[config.mk]
export PLATFORM = sky130hd
export DESIGN_NAME = assoc_store
export DESIGN_NICKNAME = d
export VERILOG_FILES = /design/src/rtl/assoc_pkg.sv /design/src/rtl/assoc_match.sv /design/src/rtl/assoc_store.sv
export SDC_FILE = /design/constraint.sdc
export NUM_CORES = 2
export LEC_CHECK = 0
export BUFFER_PORTS_ARGS = -buffer_cell sky130_fd_sc_hd__buf_2
export CAP_MARGIN = 10
export CORE_MARGIN = 4
export CORE_UTILIZATION = 45
export DETAILED_ROUTE_END_ITERATION = 8
export GPL_ROUTABILITY_DRIVEN = 0
export MAX_ROUTING_LAYER = met4
export SLEW_MARGIN = 0
export SYNTH_ARGS = -nofsm -noshare
export SYNTH_HDL_FRONTEND = slang
export SYNTH_SLANG_ARGS = --single-unit
[constraint.sdc]
create_clock -name clk -period 8.87 [get_ports clk]
set_clock_uncertainty 0.05 [all_clocks]
set_input_delay 1.3305 -clock clk [delete_from_list [all_inputs] [get_ports clk]]
set_output_delay 1.3305 -clock clk [all_outputs]
set_load 0.1 [all_outputs]
[src/rtl/assoc_pkg.sv]
`default_nettype none
// ============================================================================
// Module : assoc_pkg
// Brief  : Command, response and FSM encodings shared by the associative store.
// Rev    : 1.0
// ============================================================================
package assoc_pkg;

    typedef enum logic [1:0] {
        SET = 2'd0,
        DEL = 2'd1,
        CLR = 2'd2
    } op_e;

    typedef enum logic [1:0] {
        OK       = 2'd0,
        FULL     = 2'd1,
        NOTFOUND = 2'd2
    } resp_e;

    typedef enum logic [1:0] {
        IDLE   = 2'd0,
        MATCH  = 2'd1,
        COMMIT = 2'd2,
        CLEAR  = 2'd3
    } state_e;

endpackage : assoc_pkg
`default_nettype wire

[src/rtl/assoc_match.sv]
`default_nettype none
// ============================================================================
// Module : assoc_match
// Brief  : Combinational parallel key compare with lowest-free-slot search.
// Rev    : 1.0
// ============================================================================
module assoc_match
    import assoc_pkg::*;
#(
    parameter int KEY_W = 64,
    parameter int DEPTH = 8
) (
    input  logic [KEY_W-1:0]              key,
    input  logic [DEPTH-1:0][KEY_W-1:0]   keys,
    input  logic [DEPTH-1:0]              valid,
    output logic                          hit,
    output logic [$clog2(DEPTH)-1:0]      hit_idx,
    output logic [$clog2(DEPTH)-1:0]      free_idx,
    output logic                          full
);

    localparam int c_idx_w = $clog2(DEPTH);

    // Scan high to low so the lowest matching / free index wins.
    always_comb begin
        hit      = 1'b0;
        hit_idx  = '0;
        free_idx = '0;
        full     = &valid;
        for (int i = DEPTH - 1; i >= 0; i--) begin
            if (valid[i] && (keys[i] == key)) begin
                hit     = 1'b1;
                hit_idx = c_idx_w'(i);
            end
            if (!valid[i]) begin
                free_idx = c_idx_w'(i);
            end
        end
    end

endmodule : assoc_match
`default_nettype wire

[src/rtl/assoc_store.sv]
`default_nettype none
// ============================================================================
// Module : assoc_store
// Brief  : Small key/value store with SET/DEL/CLR commands and 1-cycle lookup.
// Rev    : 1.0
// ============================================================================
module assoc_store
    import assoc_pkg::*;
#(
    parameter int               KEY_W       = 64,
    parameter int               VAL_W       = 32,
    parameter int               DEPTH       = 8,
    parameter logic [VAL_W-1:0] DEFAULT_VAL = '0
) (
    input  logic                       clk,
    input  logic                       rst_n,
    input  logic                       wr_valid,
    output logic                       wr_ready,
    input  logic [1:0]                 wr_op,
    input  logic [KEY_W-1:0]           wr_key,
    input  logic [VAL_W-1:0]           wr_val,
    output logic                       wr_resp_valid,
    output logic [1:0]                 wr_resp,
    input  logic                       rd_valid,
    input  logic [KEY_W-1:0]           rd_key,
    output logic                       rd_resp_valid,
    output logic                       rd_hit,
    output logic [VAL_W-1:0]           rd_val,
    output logic [$clog2(DEPTH):0]     count
);

    localparam int                 c_idx_w    = $clog2(DEPTH);
    localparam int                 c_cnt_w    = c_idx_w + 1;
    localparam logic [c_idx_w-1:0] c_last_idx = c_idx_w'(DEPTH - 1);

    state_e                          state_q, state_d;
    op_e                             op_q, op_d;
    logic [KEY_W-1:0]                key_q, key_d;
    logic [VAL_W-1:0]                val_q, val_d;
    logic                            hit_q, hit_d;
    logic [c_idx_w-1:0]              hit_idx_q, hit_idx_d;
    logic [c_idx_w-1:0]              free_idx_q, free_idx_d;
    logic                            full_q, full_d;
    logic [c_idx_w-1:0]              clr_idx_q, clr_idx_d;
    logic [DEPTH-1:0]                valid_q, valid_d;
    logic [c_cnt_w-1:0]              count_q, count_d;
    logic [DEPTH-1:0][KEY_W-1:0]     keys_q, keys_d;
    logic [DEPTH-1:0][VAL_W-1:0]     vals_q, vals_d;
    logic                            rd_resp_valid_q, rd_resp_valid_d;
    logic                            rd_hit_q, rd_hit_d;
    logic [VAL_W-1:0]                rd_val_q, rd_val_d;

    logic                            w_accept;
    logic                            w_wr_hit, w_wr_full;
    logic [c_idx_w-1:0]              w_wr_hit_idx, w_wr_free_idx;
    logic                            w_rd_hit, w_rd_full;
    logic [c_idx_w-1:0]              w_rd_hit_idx, w_rd_free_idx;
    logic                            unused_rd;

    assoc_match #(
        .KEY_W (KEY_W),
        .DEPTH (DEPTH)
    ) u_wr_match (
        .key      (key_q),
        .keys     (keys_q),
        .valid    (valid_q),
        .hit      (w_wr_hit),
        .hit_idx  (w_wr_hit_idx),
        .free_idx (w_wr_free_idx),
        .full     (w_wr_full)
    );

    assoc_match #(
        .KEY_W (KEY_W),
        .DEPTH (DEPTH)
    ) u_rd_match (
        .key      (rd_key),
        .keys     (keys_q),
        .valid    (valid_q),
        .hit      (w_rd_hit),
        .hit_idx  (w_rd_hit_idx),
        .free_idx (w_rd_free_idx),
        .full     (w_rd_full)
    );

    assign unused_rd = ^{w_rd_free_idx, w_rd_full};

    assign wr_ready = (state_q == IDLE);
    assign w_accept = wr_valid && wr_ready;

    always_comb begin
        state_d       = state_q;
        op_d          = op_q;
        key_d         = key_q;
        val_d         = val_q;
        hit_d         = hit_q;
        hit_idx_d     = hit_idx_q;
        free_idx_d    = free_idx_q;
        full_d        = full_q;
        clr_idx_d     = clr_idx_q;
        valid_d       = valid_q;
        count_d       = count_q;
        keys_d        = keys_q;
        vals_d        = vals_q;
        wr_resp_valid = 1'b0;
        wr_resp       = OK;

        case (state_q)
            IDLE: begin
                if (w_accept) begin
                    op_d      = op_e'(wr_op);
                    key_d     = wr_key;
                    val_d     = wr_val;
                    clr_idx_d = '0;
                    if (op_e'(wr_op) == CLR) begin
                        // Occupancy already reads as the post-sweep value so it is 0 at completion.
                        count_d = '0;
                        state_d = CLEAR;
                    end else begin
                        state_d = MATCH;
                    end
                end
            end
            MATCH: begin
                hit_d      = w_wr_hit;
                hit_idx_d  = w_wr_hit_idx;
                free_idx_d = w_wr_free_idx;
                full_d     = w_wr_full;
                state_d    = COMMIT;
            end
            COMMIT: begin
                wr_resp_valid = 1'b1;
                state_d       = IDLE;
                case (op_q)
                    SET: begin
                        if (hit_q) begin
                            vals_d[hit_idx_q] = val_q;
                        end else if (!full_q) begin
                            keys_d[free_idx_q]  = key_q;
                            vals_d[free_idx_q]  = val_q;
                            valid_d[free_idx_q] = 1'b1;
                            count_d             = count_q + 1'b1;
                        end else begin
                            wr_resp = FULL;
                        end
                    end
                    DEL: begin
                        if (hit_q) begin
                            valid_d[hit_idx_q] = 1'b0;
                            count_d            = count_q - 1'b1;
                        end else begin
                            wr_resp = NOTFOUND;
                        end
                    end
                    // The reserved encoding completes without touching storage.
                    default: wr_resp = NOTFOUND;
                endcase
            end
            CLEAR: begin
                valid_d[clr_idx_q] = 1'b0;
                clr_idx_d          = clr_idx_q + 1'b1;
                if (clr_idx_q == c_last_idx) begin
                    wr_resp_valid = 1'b1;
                    state_d       = IDLE;
                end
            end
            default: state_d = IDLE;
        endcase
    end

    // Lookups sample storage before any same-edge write or clear step lands.
    always_comb begin
        rd_resp_valid_d = rd_valid;
        rd_hit_d        = rd_valid && w_rd_hit;
        rd_val_d        = (rd_valid && w_rd_hit) ? vals_q[w_rd_hit_idx] : DEFAULT_VAL;
    end

    always_ff @(posedge clk or negedge rst_n) begin
        if (!rst_n) begin
            state_q         <= IDLE;
            hit_q           <= 1'b0;
            hit_idx_q       <= '0;
            free_idx_q      <= '0;
            full_q          <= 1'b0;
            clr_idx_q       <= '0;
            valid_q         <= '0;
            count_q         <= '0;
            rd_resp_valid_q <= 1'b0;
            rd_hit_q        <= 1'b0;
            rd_val_q        <= DEFAULT_VAL;
        end else begin
            state_q         <= state_d;
            hit_q           <= hit_d;
            hit_idx_q       <= hit_idx_d;
            free_idx_q      <= free_idx_d;
            full_q          <= full_d;
            clr_idx_q       <= clr_idx_d;
            valid_q         <= valid_d;
            count_q         <= count_d;
            rd_resp_valid_q <= rd_resp_valid_d;
            rd_hit_q        <= rd_hit_d;
            rd_val_q        <= rd_val_d;
        end
    end

    // Operand and payload storage is qualified by the valid bits and carries no reset.
    always_ff @(posedge clk) begin
        op_q   <= op_d;
        key_q  <= key_d;
        val_q  <= val_d;
        keys_q <= keys_d;
        vals_q <= vals_d;
    end

    assign rd_resp_valid = rd_resp_valid_q;
    assign rd_hit        = rd_hit_q;
    assign rd_val        = rd_val_q;
    assign count         = count_q;

endmodule : assoc_store
`default_nettype wire

-- Yosys cells after proc, flatten, opt, wreduce, memory -nomap -nowiden
Cells that the tools add are included.
- input bits: 166
- output and inout port bits: 42
- register bits after elaboration: 925
- word-level logic and storage cells: 196
- $add $sub $neg: 3
- muxes and demuxes: 85
- bitwise operators: 7
- equal/unequal tests: 30
- reductions and logical operators: 34
- $lt $le $gt $ge: 7
- operator list (kind ; number):
    $eq 64x64->1 ; 16
    $bwmux 256 ; 2
    $bwmux 512 ; 1
    $mux 256 ; 2
    $demux 32 s3 ; 2
    $demux 64 s3 ; 1
    $mux 32 ; 4
    $bmux 32 s3 ; 1
    $mux 3 ; 25
    $mux 64 ; 1
    $pmux 8 s2 ; 2
    $mux 8 ; 3
    $mux 1 ; 22
    $logic_and 1x1->1 ; 21
    $mux 4 ; 5
    $and 8x8->8 ; 2
    $lt 3x4->1 const B ; 4
    $not 8->8 ; 2
    $pmux 4 s2 ; 2
    $mux 2 ; 5
    $demux 1 s3 ; 3
    $ge 3x1->1 const B ; 3
    $ne 3x3->1 const B ; 3
    $or 8x8->8 ; 1
    other kinds (22) ; 33

-- Logic depth before layout (Yosys ltp)
- depth after elaboration: 13
- mapped depth: 13

-- By module
A second synthesis with hierarchy kept.
- cells, all modules: 3242
- area total of the unflattened synthesis: 44536.5 µm²
- by module, submodules not included (module ; instances ; area each (µm²) ; cells each):
    assoc_store ; 1 ; 32022.0 ; 1498
    assoc_match ; 2 ; 6257.3 ; 872

-- Least setup slack after synthesis
OpenSTA, ideal clock, no wires.
- path type: register to register
- start point: register state_q[0]
- end point: register keys_q[100] (netlist name), enable pin
- setup slack: 2.638 ns
- arrival: 5.615 ns
- stages on the path, launching flop included: 6
- data required time: 8.253 ns
- cells stage by stage: dfrtp_1 nand2b_1 or3_1 nor3_1 nand2_1 nor3_1
- cells in the longest elaborated chain, start to end: 2
- ends and longest elaborated chain (what ; line ; RTL):
    from (decl) ; assoc_store.sv:36 ; state_e state_q, state_d;
    from (signal assigned) ; assoc_store.sv:192 ; state_q <= state_d;
    $eq 2x2->1 ; assoc_store.sv:108 ; case (state_q)
    $reduce_and 4->1 (no line) ; -- ;
    to (signal assigned) ; assoc_store.sv:211 ; keys_q <= keys_d;
    to (decl) ; assoc_store.sv:47 ; logic [DEPTH-1:0][KEY_W-1:0] keys_q, keys_d;
Every way passes these cells.
A chain may end at the register's enable or synchronous reset.

-- Final worst setup path
- start point: input port rd_key[56]
- end point: register rd_val_q[7] (netlist: rd_val[7])
- cells in the longest elaborated chain, start to end: 13
- elaborated cells on any way between the ends: 36
- ends and longest elaborated chain (what ; line ; RTL):
    from (decl) ; assoc_store.sv:25 ; input logic [KEY_W-1:0] rd_key,
    $eq 64x64->1 ; assoc_match.sv:31 ; if (valid[i] && (keys[i] == key)) begin
    $logic_and 1x1->1 ; assoc_match.sv:31 ;
    $mux 3 (8 in series) ; assoc_match.sv:31 ;
    $bmux 32 s3 ; assoc_store.sv:175 ; rd_val_d = (rd_valid && w_rd_hit) ? vals_q[w_rd_hit_idx] : DEFAULT_VAL;
    $mux 32 (not written as such) ; assoc_store.sv:175 ;
    $mux 32 * ; assoc_store.sv:175 ;
    net rd_val_d[7] ; assoc_store.sv:51 ; logic [VAL_W-1:0] rd_val_q, rd_val_d;
    to (signal assigned) ; assoc_store.sv:202 ; rd_val_q <= rd_val_d;
    to (decl) ; assoc_store.sv:51 ;
Mark *: on every way through the listed nets, which the timed path passes. The rest lies on a longest branch. The select of a mux whose other input is x is not followed.

==> results.md <==
* DIE WIDTH at 330 um
* Req. time, crit path at 9.41 ns
* Power share of the combinational group at 0.189
* Mean Syn Cell Area at 12.6 um^2
* Port Buffers at 207
* Largest fanout on the critical path at 33
* Synth Cell Area at 0.0467 mm^2
* RR Endpoint: rd_val[7]
* R2R depth at 11
* Share of cells above drive strength 1 at 0.128
* Most common flop cell mapped by yosys: edfxtp_1
* WL/cell at 37.9 um
* Final #Nets at 4109
* Total Routing Usage GR at 0.380
* Clock transition at path regs at 0.06 ns
* Clk root buf: clkbuf_16
* Clock Latency Late Sink at 0.74 ns
* Die area at 0.109 mm^2
* Final Max Tran Viols at 0
* Crit share post-route at 0.616
* Post-route ant nets at 0
* Max-slew headroom at 0.226
* Final worst-path setup slack at 3.41 ns
* Synthesized Nets at 3887
* Largest net degree at the start of global routing at 66
* Vias after detailed routing at 36500
* Shortest period the worst path allows at 5.46 ns
* Synth unique cells at 74
* Worst-path cell chain: buf_2 -> xnor2_1 -> nand4_1 -> nor4_1 -> nand2_1 -> or3_1 -> nand2_1 -> or3_2 -> buf_4 -> o22ai_1 -> or2_1 -> a222oi_1
* CP Launch Type: primary input
* CTS tree: done
* Core area at 0.102 mm^2
* Die Span Y at 330 um
* Critical Path Most Common Cell: nand2_1
* DRC at 230
* Slowest stage delay, CP at 0.94 ns
* Commonest non-fill, non-tap cells in the layout: 866 x edfxtp_1, 482 x xnor2_1, 296 x xor2_1
* First-pass detailed-route iteration total at 9
* HP Start: count[3]
* F_max at 0.183 GHz
* GR Overflow Total at 0
* DP Wirelength at 136000 um
* Post-CTS Setup Bufs at 0
* Crit end category: flop
* Hold WC Path Type: flop to flop
* Reg2Reg Setup Slack at 3.96 ns
* Initial antenna violation count at 10
* Warnings, synthesis at 0
* IO Pins at 208
* Sink Count at 925
* Post-synthesis sequential area ratio at 0.588
* Failing checks: design-rule violations
* First-pass GRT wire length at 277000 um
* Hold Path End: count[3]
* Min-Delay Path Depth at 1
* Hold Vio Cnt, Final at 0
* H-tree Lvls at 3
* PD cells at 224 mW/mm^2
* Sequential share of power at 0.446
* Max-cap viol count at 0
* Setup WS pre-CTS at 3.07 ns
* Number of global-route vias before repair at 34700
* WS Path Type: primary input to flop
* Peak supply drop at 210 uV
* Worst reg2reg startpoint: keys_q[120]
* Post-synth EDFFs at 866
* Longest Clk Path Bufs at 3
* Hold_buf cts at 0
* Most common cell after layout, fill and taps aside: edfxtp_1
* Leak pwr at 17.3 nW
* Clock share of power at 0.365
* Avg Vias per Cell at 6.75
* RSZ-0062 raised after global routing: no
* Critical-path top delay cell: xnor2_1
* Worst Tran Pin Value at 1.16 ns
* Finish-stage setup viols at 0
* Post-Synthesis Cells at 3716
* Initial DRC count at 6410
* Synth-to-layout area growth at 13.6%
* Worst path arrival time at 6.00 ns
* Post_cts resized at 0
* FP Rows at 117
* Fill cell count at 8874
* Ys async rst share at 0.0638
* Outcome: complete, but fails checks
* Initial Util at 0.456
* Num CTS Buffers at 101
* Switching Fraction at 0.315
* WL final at 205000 um
* Total negative slack at 0 ns
* Psw at 0.00375 W
* Seq cells post-synth at 925
* Power Internal at 0.00815 W
-- final cells by class --
type	instances	area (um^2)	area share
flip-flops and latches	925	27500	0.517
diodes	13	32.5	0.000613
multi-input cells	2455	18100	0.341
inverters	141	529	0.00997
well taps	1368	1710	0.0322
clock buffers	138	2790	0.0525
repair buffers	314	1850	0.0349
clock inverters	51	621	0.0117
-- critical path: cells and delay by family --
| family | cells | cell delay [ns] |
|---|---|---|
| XOR/XNOR | 1 | 0.94 |
| buffers and inverters | 2 | 0.81 |
| AND/OR/NAND/NOR | 7 | 2.35 |
| AO/OA/AOI/OAI | 2 | 0.50 |
-- synthesized netlist by cell type (18+ instances only) --
| cell | instances | share of area |
|---|---|---|
| edfxtp_1 | 866 | 0.56 |
| xnor2_1 | 482 | 0.090 |
| xor2_1 | 296 | 0.055 |
| nand4_1 | 220 | 0.029 |
| nand2b_1 | 204 | 0.027 |
| nor2b_1 | 184 | 0.025 |
| nor4_1 | 152 | 0.020 |
| inv_1 | 131 | 0.011 |
| and2_1 | 129 | 0.017 |
| clkbuf_1 | 126 | 0.010 |
| o22ai_1 | 89 | 0.012 |
| nand2_1 | 83 | 0.0067 |
| mux2i_1 | 64 | 0.014 |
| nor2_1 | 62 | 0.0050 |
| dfrtp_1 | 59 | 0.032 |
| nand3_1 | 58 | 0.0062 |
| nor3_1 | 49 | 0.0052 |
| buf_2 | 43 | 0.0046 |
| o221ai_1 | 43 | 0.0081 |
| a222oi_1 | 39 | 0.0084 |
| o2111ai_1 | 33 | 0.0062 |
| or2_1 | 32 | 0.0043 |
| a221oi_1 | 21 | 0.0039 |
| a22o_1 | 20 | 0.0037 |
| o21ai_0 | 20 | 0.0021 |
| o2bb2ai_1 | 19 | 0.0036 |
| a21oi_1 | 18 | 0.0019 |
-- stage by stage --
stage | cells | utilization | power (W) | instance area [um^2] | hold slack [ns]
after floorplan | 3716 | - | 0.00650 | 46700 | 0.440
after global placement | 5201 | 0.484 | 0.00749 | 49600 | 0.427
after detailed placement | 5201 | 0.484 | 0.00751 | 49600 | 0.440
after CTS | 5390 | 0.518 | 0.0118 | 53100 | 0.452
after global routing | 5402 | 0.518 | 0.0121 | 53100 | 0.472
final | 5405 | 0.518 | 0.0119 | 53100 | 0.449
-- how the worst max path moves through the flow --
stage             endpoint  slack (ns)  cells past startpoint  startpoint
6_report         rd_val[7]        3.41                     12  rd_key[56]
3_3_place_gp     rd_val[6]        3.18                     12  rd_key[24]
2_1_floorplan  keys_q[100]        2.64                      5  state_q[0]
5_1_grt          rd_val[6]        3.38                     12  rd_key[56]
4_1_cts          rd_val[7]        3.83                     12  rd_key[47]
3_5_place_dp     rd_val[1]        3.07                     12  rd_key[47]
-- routing by layer --
layer / routed length, um / up-vias / global-route usage
met5: 0 / - / -
met4: 18100 / 0 / 0.246
met3: 31400 / 1158 / 0.153
met2: 82600 / 3398 / 0.520
met1: 72900 / 17700 / 0.464
li1: - / 14200 / -
-- sequential cells by signal, indices dropped and copies added, names as in the netlist, 3 cells and up --
signal / count
keys_q: 512
vals_q: 256
key_q: 64
rd_val: 32
val_q: 32
valid_q: 8
count: 4
clr_idx_q: 3
free_idx_q: 3
hit_idx_q: 3
-- kinds of logic after synthesis --
family	count (synthesis)	share of synthesized area
AOI/OAI and AO/OA	362	0.0605
xor gates and xnor gates	780	0.146
adders and majority gates	5	0.00150
buffers and inverters	336	0.0312
DFF	925	0.588
muxes	64	0.0137
and+or+nand+nor	1244	0.159
-- power groups by stage --
stage	clock (W)	sequential, W	combinational [W]
5_1_grt	0.00455	0.00532	0.00226
2_1_floorplan	0	0.00541	0.00109
3_3_place_gp	0	0.00539	0.00210
6_report	0.00434	0.00531	0.00225
4_1_cts	0.00437	0.00530	0.00212
3_5_place_dp	0	0.00539	0.00211
Note: power is estimated with default switching activity, not from simulation.
